File: src/rtl/des_pkg.sv
// Shared definitions for the DES round controller: FSM states, key codes and the
// per-round key-schedule rotation table.
package des_pkg;

    typedef enum logic [1:0] {
        ST_IDLE  = 2'd0,
        ST_LOAD  = 2'd1,
        ST_ROUND = 2'd2,
        ST_DONE  = 2'd3
    } des_state_t;

    localparam logic [1:0] KEY_K1 = 2'd0;
    localparam logic [1:0] KEY_K2 = 2'd1;
    localparam logic [1:0] KEY_K3 = 2'd2;

    localparam int NUM_ROUNDS = 16;

    // Rounds 0, 1, 8 and 15 rotate by one position, all others by two.
    localparam logic [NUM_ROUNDS-1:0] SINGLE_SHIFT_MASK = 16'b1000_0001_0000_0011;

    // Decryption walks the schedule backwards, so its round 0 uses the unrotated key.
    function automatic logic [1:0] shift_for(input logic [3:0] rnd, input logic dec);
        logic [1:0] amt;
        amt = SINGLE_SHIFT_MASK[rnd] ? 2'd1 : 2'd2;
        if (dec && rnd == 4'd0)
            amt = 2'd0;
        return amt;
    endfunction

endpackage

File: src/rtl/des_rnd_cnt.sv
// Round counter for the DES controller: counts 0..NUM_ROUNDS-1 while enabled and
// flags the final round.
module des_rnd_cnt
    import des_pkg::*;
(
    input  logic       hclk,
    input  logic       hresetn,
    input  logic       clr,
    input  logic       en,
    output logic [3:0] cnt,
    output logic       last
);

    logic [3:0] cnt_reg;

    always_ff @(posedge hclk or negedge hresetn) begin
        if (!hresetn)
            cnt_reg <= '0;
        else if (clr)
            cnt_reg <= '0;
        else if (en)
            cnt_reg <= cnt_reg + 4'd1;
    end

    assign cnt  = cnt_reg;
    assign last = (cnt_reg == 4'(NUM_ROUNDS - 1));

endmodule

File: src/rtl/des_ctrl.sv
// DES / 3DES-EDE round sequencer: drives key loading, block loading and 16 Feistel rounds
// per stage. Triple-DES is only available when DES_CTRL_TDES_EN is defined.
module des_ctrl
    import des_pkg::*;
(
    input  logic       hclk,
    input  logic       hresetn,
    input  logic       start,
    input  logic       tdes,
    input  logic       decrypt,
    input  logic       abort,
    output logic [1:0] key_sel,
    output logic       ld_key,
    output logic       ld_data,
    output logic       round_en,
    output logic [3:0] round,
    output logic       stage_dec,
    output logic [1:0] shift_amt,
    output logic       busy,
    output logic       done
);

    des_state_t state_reg, state_next;
    logic [1:0] stage_reg;
    logic       tdes_reg;
    logic       dec_reg;
    logic       tdes_eff;
    logic       accept;
    logic       last_stage;
    logic [3:0] rnd_cnt;
    logic       rnd_last;
    logic [1:0] stage_key;
    logic       stage_dir;

`ifdef DES_CTRL_TDES_EN
    assign tdes_eff = tdes;
`else
    logic unused_tdes;
    assign unused_tdes = tdes;
    assign tdes_eff    = 1'b0;
`endif

    // Abort has priority over a start arriving in the same cycle.
    assign accept     = (state_reg == ST_IDLE) && start && !abort;
    assign last_stage = !tdes_reg || (stage_reg == 2'd2);

    des_rnd_cnt u_rnd_cnt (
        .hclk    (hclk),
        .hresetn (hresetn),
        .clr     (abort || (state_reg != ST_ROUND)),
        .en      (state_reg == ST_ROUND),
        .cnt     (rnd_cnt),
        .last    (rnd_last)
    );

    always_ff @(posedge hclk or negedge hresetn) begin
        if (!hresetn)
            state_reg <= ST_IDLE;
        else
            state_reg <= state_next;
    end

    always_ff @(posedge hclk or negedge hresetn) begin
        if (!hresetn) begin
            stage_reg <= 2'd0;
            tdes_reg  <= 1'b0;
            dec_reg   <= 1'b0;
        end else if (abort) begin
            stage_reg <= 2'd0;
        end else if (accept) begin
            stage_reg <= 2'd0;
            tdes_reg  <= tdes_eff;
            dec_reg   <= decrypt;
        end else if (state_reg == ST_ROUND && rnd_last && !last_stage) begin
            stage_reg <= stage_reg + 2'd1;
        end
    end

    // EDE: the middle stage runs opposite to the requested direction; decrypt reverses key order.
    always_comb begin
        stage_key = KEY_K1;
        stage_dir = dec_reg;
        if (tdes_reg) begin
            stage_dir = dec_reg ^ (stage_reg == 2'd1);
            case (stage_reg)
                2'd0:    stage_key = dec_reg ? KEY_K3 : KEY_K1;
                2'd1:    stage_key = KEY_K2;
                default: stage_key = dec_reg ? KEY_K1 : KEY_K3;
            endcase
        end
    end

    always_comb begin
        state_next = state_reg;
        key_sel    = KEY_K1;
        ld_key     = 1'b0;
        ld_data    = 1'b0;
        round_en   = 1'b0;
        round      = 4'd0;
        stage_dec  = 1'b0;
        shift_amt  = 2'd0;
        busy       = 1'b1;
        done       = 1'b0;
        case (state_reg)
            ST_IDLE: begin
                busy = 1'b0;
                if (accept)
                    state_next = ST_LOAD;
            end
            ST_LOAD: begin
                ld_key     = 1'b1;
                ld_data    = (stage_reg == 2'd0);
                key_sel    = stage_key;
                stage_dec  = stage_dir;
                state_next = ST_ROUND;
            end
            ST_ROUND: begin
                round_en  = 1'b1;
                round     = rnd_cnt;
                key_sel   = stage_key;
                stage_dec = stage_dir;
                shift_amt = shift_for(rnd_cnt, stage_dir);
                if (rnd_last)
                    state_next = last_stage ? ST_DONE : ST_LOAD;
            end
            ST_DONE: begin
                done       = 1'b1;
                state_next = ST_IDLE;
            end
            default: state_next = ST_IDLE;
        endcase
        if (abort)
            state_next = ST_IDLE;
    end

endmodule

File: config.mk
export PLATFORM = sky130hd
export DESIGN_NAME = des_ctrl
export DESIGN_NICKNAME = d
export VERILOG_FILES = /design/src/rtl/des_pkg.sv /design/src/rtl/des_rnd_cnt.sv /design/src/rtl/des_ctrl.sv
export SDC_FILE = /design/constraint.sdc
export NUM_CORES = 1
export LEC_CHECK = 0
export ABC_AREA = 0
export BUFFER_PORTS_ARGS = -buffer_cell sky130_fd_sc_hd__buf_2
export CORE_AREA = 5 5 42 44
export DETAILED_ROUTE_END_ITERATION = 16
export DIE_AREA = 0 0 47 49
export PLACE_DENSITY = 0.65
export SLEW_MARGIN = 20
export SYNTH_ARGS = -nofsm -noshare
export SYNTH_HDL_FRONTEND = slang
export SYNTH_SLANG_ARGS = --single-unit
File: constraint.sdc
create_clock -name hclk -period 3.3 [get_ports hclk]
set_input_delay 0.33 -clock hclk [delete_from_list [all_inputs] [get_ports hclk]]
set_output_delay 0.33 -clock hclk [all_outputs]
set_load 0.02 [all_outputs]
==> metrics.md, run 1 <==
| Metric | Value |
|---|---|
| IO Count | `20` |
| Die area | `0.002303 sq mm` |
| Synth area leaders | `dfrtp_1 34%, ha_1 15%, and2_1 6.1%` |
| Post-placement cell area | `593.1 sq um` |
| WL/cell | `9.833 um` |
| DRT antenna net count | `0` |
| NumNets Final | `87` |
| Setup Crit Path Kind | `register to output pin` |
| Post-Syn Area | `511.7 sq um` |
| CTS tree | `done` |
| Sequential fraction of the synthesis area | `34.23%` |
| Max-cap violation count | `0` |
| Row count | `14` |
| Crit. End Element | `output pin` |
| Die span in y | `49 um` |
| Synth cell types | `27` |
| EDFF count, synth | `0` |
| Fin. Hold Viols | `0` |
| Comb power frac | `52.3%` |
| Layout Cells excl Fill | `90` |
| Setup TNS | `0 ns` |
| First-pass GRT wire length | `1593 um` |
| Clk sinks | `7` |
| Post-synthesis simple-gate area fraction | `23.72%` |
| Overall Global Routing Usage | `9.168%` |
| Crit Path Max Fanout | `9` |
| Final wirelength | `885 um` |
| Cells after Synth | `55` |
| Pwr dens | `658.7 mW/mm^2` |
| FFs w/ async S/R, synth | `100.0%` |
| Final period util | `58.11%` |
| Placed cell count | `85` |
| Seq pwr share | `30.1%` |
| Switch share | `43.92%` |
| Pleak | `0.0003516 uW` |
| Finished layout cell area | `629.4 sq um` |
| Post-DR vias/cell | `4.433` |
| Main combinational cell family by area after synthesis | `simple AND/OR/NAND/NOR gates` |
| Largest area contributor in the netlist | `dfrtp_1` |
| Detailed Routing Iterations Pass 1 | `2` |
| Max rail drop VDD | `0.0002951 V` |
| Max-slew violation count | `0` |
| Top layer in use | `met3` |
| Max reg flops | `4` |
| Worst setup SP type | `register` |
| Layout fillers | `160` |
| Final setup fails | `0` |
| RSZ-0062 raised after global routing | `no` |
| Clock group share of total power | `17.6%` |
| Post-synth top area share | `34.23%` |
| CTS Buf Count | `3` |
| Min Tclk post-route | `1.918 ns` |
| Ant diodes | `0` |
| Cts repair resizes | `0` |
| CTS Buffer Depth | `2` |
| Hpwl dp | `755 um` |
| Worst Hold Class | `input port to register` |
| Synth Area in Compound Gates | `11.49%` |
| Reg clk slew, reported paths | `0.05 ns` |
| Area growth from synthesis to layout | `22.98%` |
| DR WL met3 | `45 um` |
| Final setup skew | `0.0002826 ns` |
| H-tree depth | `1` |
| Gp weighted congestion | `0.7233` |
| Synth Warn # | `0` |
| Grt ovf | `0` |
| DR vias | `399` |
| Chip width | `47 um` |
| P_int | `232.5 uW` |
| Worst-Skew Late Latency | `0.24 ns` |
| Fmax | `521.5 MHz` |
| Starting Density | `36.52%` |
| Initial antenna violation count | `0` |
| Pin count of the biggest net entering global routing | `10` |
| Number of global-route vias before repair | `407` |
| Share of cells above drive strength 1 | `31.08%` |
| Tot Pwr | `414.5 uW` |
| Clock root cell | `clkbuf_4` |
| WP data required | `2.97 ns` |
| Routed wl met2 | `439 um` |
| Drt first-iter violations | `1` |
| Adder-cell share of the synthesized area | `14.67%` |
| Ys flop type | `dfrtp_1` |
| Status | `complete, no violations` |
| Critical path arrival | `1.59 ns` |
| Multiplexer share of the synthesized area | `2.200%` |
| FF+latch count, synth | `7` |
| WL met1 | `400 um` |
| Sw Pwr | `182.1 uW` |
| Core area | `0.001401 sq mm` |
| Post-route DRC | `0` |
| Synth Area in XOR/XNOR | `3.423%` |
| Mapped Avg Cell Area | `9.304 sq um` |
| Port bufs | `16` |
path summary, 6_finish.rpt:
| check | slack (ns) | from | endpoint | cells after the start |
|---|---|---|---|---|
| worst max-delay path | 1.38 | state_reg[0] | shift_amt[1] | 5 |
| worst min register to register | 0.50 | u_rnd_cnt.cnt[0] | u_rnd_cnt.cnt[0] | 1 |
| worst max register to register | 1.81 | state_reg[0] | state_reg[1] | 5 |
| min in group asynchronous | 0.44 | hresetn | u_rnd_cnt.cnt[0] | 2 |
| worst min-delay path | 0.32 | decrypt | dec_reg | 2 |
| max in group asynchronous | 2.72 | hresetn | state_reg[0] | 2 |
power groups by stage:
stage | Sequential (uW) | Clock (uW) | Combinational, uW
2_1_floorplan | 121 | 0 | 174
3_3_place_gp | 126 | 0 | 217
3_5_place_dp | 127 | 0 | 219
4_1_cts | 125 | 78.1 | 221
5_1_grt | 129 | 81.7 | 246
6_report | 125 | 73.0 | 217
cell usage after synthesis, types with 2 or more instances:
cell / number
nor2b_1: 2
and2_1: 5
nand2_1: 2
inv_1: 7
dfrtp_1: 7
nor2_1: 4
buf_4: 3
ha_1: 6
layer usage:
metal | up-vias | global-route usage, %
met1 | 179 | 12.44
met5 | - | 0
met4 | 0 | 5.530
met2 | 7 | 13.35
met3 | 0 | 1.107
li1 | 213 | -
cell families (layout without fill, tap and decap cells):
logic type,Yosys count,after routing
other,1,2
adder cells (fa/ha/maj),6,6
buffers and inverters,10,28
AND/OR/NAND/NOR,21,21
flip-flops,7,7
multiplexers,1,1
AO/OA/AOI/OAI,7,7
XOR/XNOR,2,2
stage by stage:
stage          worst slack, ns  hold slack (ns)  util, %
6_report                 1.382           0.3184    44.91
5_1_grt                  1.231           0.3275    44.91
4_1_cts                  1.347           0.3080    44.91
3_5_place_dp             1.617           0.1695    42.32
3_3_place_gp             1.634           0.1652    42.32
2_1_floorplan            1.594          0.03441        -
cell type report:
cell class	instances	area [sq um]	share of cell area, %
Clock buffer	4	26.28	4.175
Multi-Input combinational cell	39	291.5	46.32
Tap cell	16	20.02	3.181
Sequential cell	7	175.2	27.83
Timing Repair Buffer	17	90.09	14.31
Inverter	7	26.28	4.175
placed cells by master, fill, tap and decap left out, types with 2 or more instances in the layout:
cell type  count
nor2b_1        2
ha_1           6
conb_1         2
nand2_1        2
inv_1          7
and2_1         5
nor2_1         4
clkbuf_4       3
dfrtp_1        7
buf_2         16
critical path: stages, from the launching register on:
cell,delay (ns)
dfrtp_1,0.41
inv_1,0.11
ha_1,0.33
o31ai_1,0.13
and3b_1,0.21
buf_2,0.15
repair_timing:
item	4_1_cts	5_1_grt
endpoints found under the hold margin	7	0
hold buffers	1	0
buffers inserted	0	0
(Power assumes the default switching activity.)
==> inputs of run 2 (changes only) <==
- ABC_AREA: 0 -> 1
- CORE_AREA: 5 5 42 44 -> not set
- CORE_MARGIN: not set -> 5
- CORE_UTILIZATION: not set -> 42
- DIE_AREA: 0 0 47 49 -> not set
- PLACE_DENSITY: 0.65 -> 0.72
- clock period: 3.3 -> 1.7 ns (I/O delays scaled with it)
==> metrics.md, run 2 <==
| Metric | Value |
|---|---|
| Core area | `0.001269 sq mm` |
| Post-route DRC | `0` |
| Clk sinks | `7` |
| Post-synth top cells | `19 x inv_1, 19 x nand2_1, 7 x dfrtp_1` |
| Min-delay src | `decrypt` |
| WP data required | `1.53 ns` |
| Post-synth top area share | `31.60%` |
| Final setup skew | `0.0007019 ns` |
| Port bufs | `16` |
| Worst setup SP type | `register` |
| First-pass GRT wire length | `1856 um` |
| Max-cap violation count | `0` |
| Number of global-route vias before repair | `428` |
| CP max stage delay | `0.41 ns` |
| Hpwl dp | `859.1 um` |
| Final period util | `92.61%` |
| Detailed Routing Iterations Pass 1 | `2` |
| Fin worst setup slack | `0.1257 ns` |
| Worst Hold Class | `input port to register` |
| Final wirelength | `1056 um` |
| FF+latch count, synth | `7` |
| Ant diodes | `0` |
| Hold Path End | `dec_reg` |
| DRT antenna net count | `0` |
| Initial antenna violation count | `0` |
| Pwr dens | `1167 mW/mm^2` |
| Setup Crit Path Kind | `register to output pin` |
| Clock root cell | `clkbuf_4` |
| Largest area contributor in the netlist | `dfrtp_1` |
| CP max stage cell | `dfrtp_1` |
| R2R cell count | `7` |
| Synth cell types | `15` |
| NumNets Final | `112` |
| Layout Cells excl Fill | `114` |
| RSZ-0062 raised after global routing | `no` |
| Final setup fails | `0` |
| Worst r2r src | `state_reg[0]` |
| IO Count | `20` |
| CTS Buf Count | `3` |
| Row count | `13` |
| Worst Hold Path Cells | `3` |
| Max reg flops | `4` |
| Ys flop type | `dfrtp_1` |
| Starting Density | `43.69%` |
| Gp weighted congestion | `0.7470` |
| Critical path arrival | `1.40 ns` |
| Pin count of the biggest net entering global routing | `8` |
| Grt ovf | `0` |
| CTS Buffer Depth | `2` |
| Synth Warn # | `0` |
| Most frequent cells in the layout | `19 x inv_1, 19 x nand2_1, 15 x buf_2` |
| Most used cell, CP | `inv_1` |
| Fmax | `635.2 MHz` |
| Cells after Synth | `78` |
| FFs w/ async S/R, synth | `100.0%` |
| Max rail drop VDD | `0.0005964 V` |
| EDFF count, synth | `0` |
| Reg clk slew, reported paths | `0.05 ns` |
| Setup TNS | `0 ns` |
| Area growth from synthesis to layout | `24.83%` |
| Reg-to-Reg End | `state_reg[0]` |
| Overall Global Routing Usage | `12.75%` |
| Share of cells above drive strength 1 | `29.29%` |
| Post-Syn Area | `554.3 sq um` |
| Die span in y | `46.33 um` |
| Worst-case hold slack | `0.1471 ns` |
| Synth area leaders | `dfrtp_1 32%, ha_1 14%, inv_1 13%` |
| Post-DR vias/cell | `4.246` |
| Min Tclk post-route | `1.574 ns` |
| Status | `complete, no violations` |
| Finished layout cell area | `691.9 sq um` |
| Die area | `0.002146 sq mm` |
| H-tree depth | `1` |
| Cell Chain, Critical Path | `inv_1 > ha_2 > inv_2 > a21oi_1 > nand2_1 > inv_1 > buf_2` |
| Placed cell count | `108` |
| Crit Path Max Fanout | `5` |
| Crit. End Element | `output pin` |
| Pre-CTS setup slack | `0.3593 ns` |
| Pleak | `0.0004448 uW` |
| Sequential fraction of the synthesis area | `31.60%` |
| Drt first-iter violations | `5` |
| Mapped Avg Cell Area | `7.106 sq um` |
| Max-slew violation count | `0` |
| Chip width | `46.33 um` |
| DR vias | `484` |
| Worst-Skew Late Latency | `0.25 ns` |
| Fin. Hold Viols | `0` |
| CTS tree | `done` |
| Post-placement cell area | `641.9 sq um` |
| WL/cell | `9.263 um` |
| Worst reg-to-reg setup slack | `0.45 ns` |
==> run 2: cell count changes after synthesis, moves of 3 or more <==
| cell | before | now |
|---|---|---|
| o21ai_1 | 0 | 3 |
| inv_1 | 7 | 19 |
| and2_1 | 5 | 0 |
| nand3_1 | 1 | 6 |
| nand2_1 | 2 | 19 |
==> run 2: layout make-up <==
| cell class | count | area, sq um |
|---|---|---|
| repair buffers | 19 | 107.6 |
| well taps | 15 | 18.77 |
| multi-input cells | 49 | 287.8 |
| clock buffers | 4 | 26.28 |
| inverters | 20 | 75.07 |
| fillers | 129 | 576.8 |
| flip-flops and latches | 7 | 176.4 |
==> run 2: worst max-delay path by stage <==
| stage | startpoint | end | slack, ns |
|---|---|---|---|
| after floorplan | state_reg[0] | shift_amt[0] | 0.28 |
| after global placement | state_reg[0] | shift_amt[0] | 0.36 |
| after detailed placement | state_reg[0] | shift_amt[0] | 0.36 |
| after CTS | state_reg[0] | shift_amt[0] | 0.08 |
| after global routing | u_rnd_cnt.cnt[1] | shift_amt[1] | 0.007 |
| final | state_reg[0] | shift_amt[0] | 0.13 |
==> run 2: cells by family after synthesis <==
family | count (synthesis) | share of synthesized area [%]
AO/OA/AOI/OAI | 5 | 4.514
adder cells (fa/ha/maj) | 6 | 13.54
buffers and inverters | 23 | 17.61
flip-flops | 7 | 31.60
other | 1 | 0.6766
AND/OR/NAND/NOR | 36 | 32.05
==> run 2: power by group <==
part           switching [uW]  internal, uW  total (uW)
clock network            59.9          89.5         149
registers                37.2           203         240
logic                     266           153         418
==> run 2: repair_timing <==
item	in CTS	in global routing
gates resized for setup	0	3
setup endpoints to repair	0	3
buffers inserted	0	1
hold buffers	1	0
hold endpoints to repair	7	0
==> run 2: stage by stage <==
step / power [uW] / util, %
after floorplan: 560.3 / -
after global placement: 650.7 / 50.59
after detailed placement: 658.0 / 50.59
after CTS: 813.1 / 53.45
after global routing: 890.8 / 54.54
final: 807.5 / 54.54
==> run 2: layer usage <==
| metal | wire length (um) | up-vias | track usage [%] |
|---|---|---|---|
| met5 | 0 | - | 0 |
| li1 | - | 267 | - |
| met4 | 27 | 0 | 11.93 |
| met3 | 37 | 2 | 1.172 |
| met1 | 434 | 203 | 15.57 |
| met2 | 556 | 12 | 19.23 |
==> run 2: worst max-delay path: cells and delay by family, from the launching register on <==
kind / cells / cell delay (ns)
AO/OA/AOI/OAI: 1 / 0.11
AND/OR/NAND/NOR: 1 / 0.06
flip-flops: 1 / 0.41
adder cells (fa/ha/maj): 1 / 0.23
buffers and inverters: 4 / 0.35
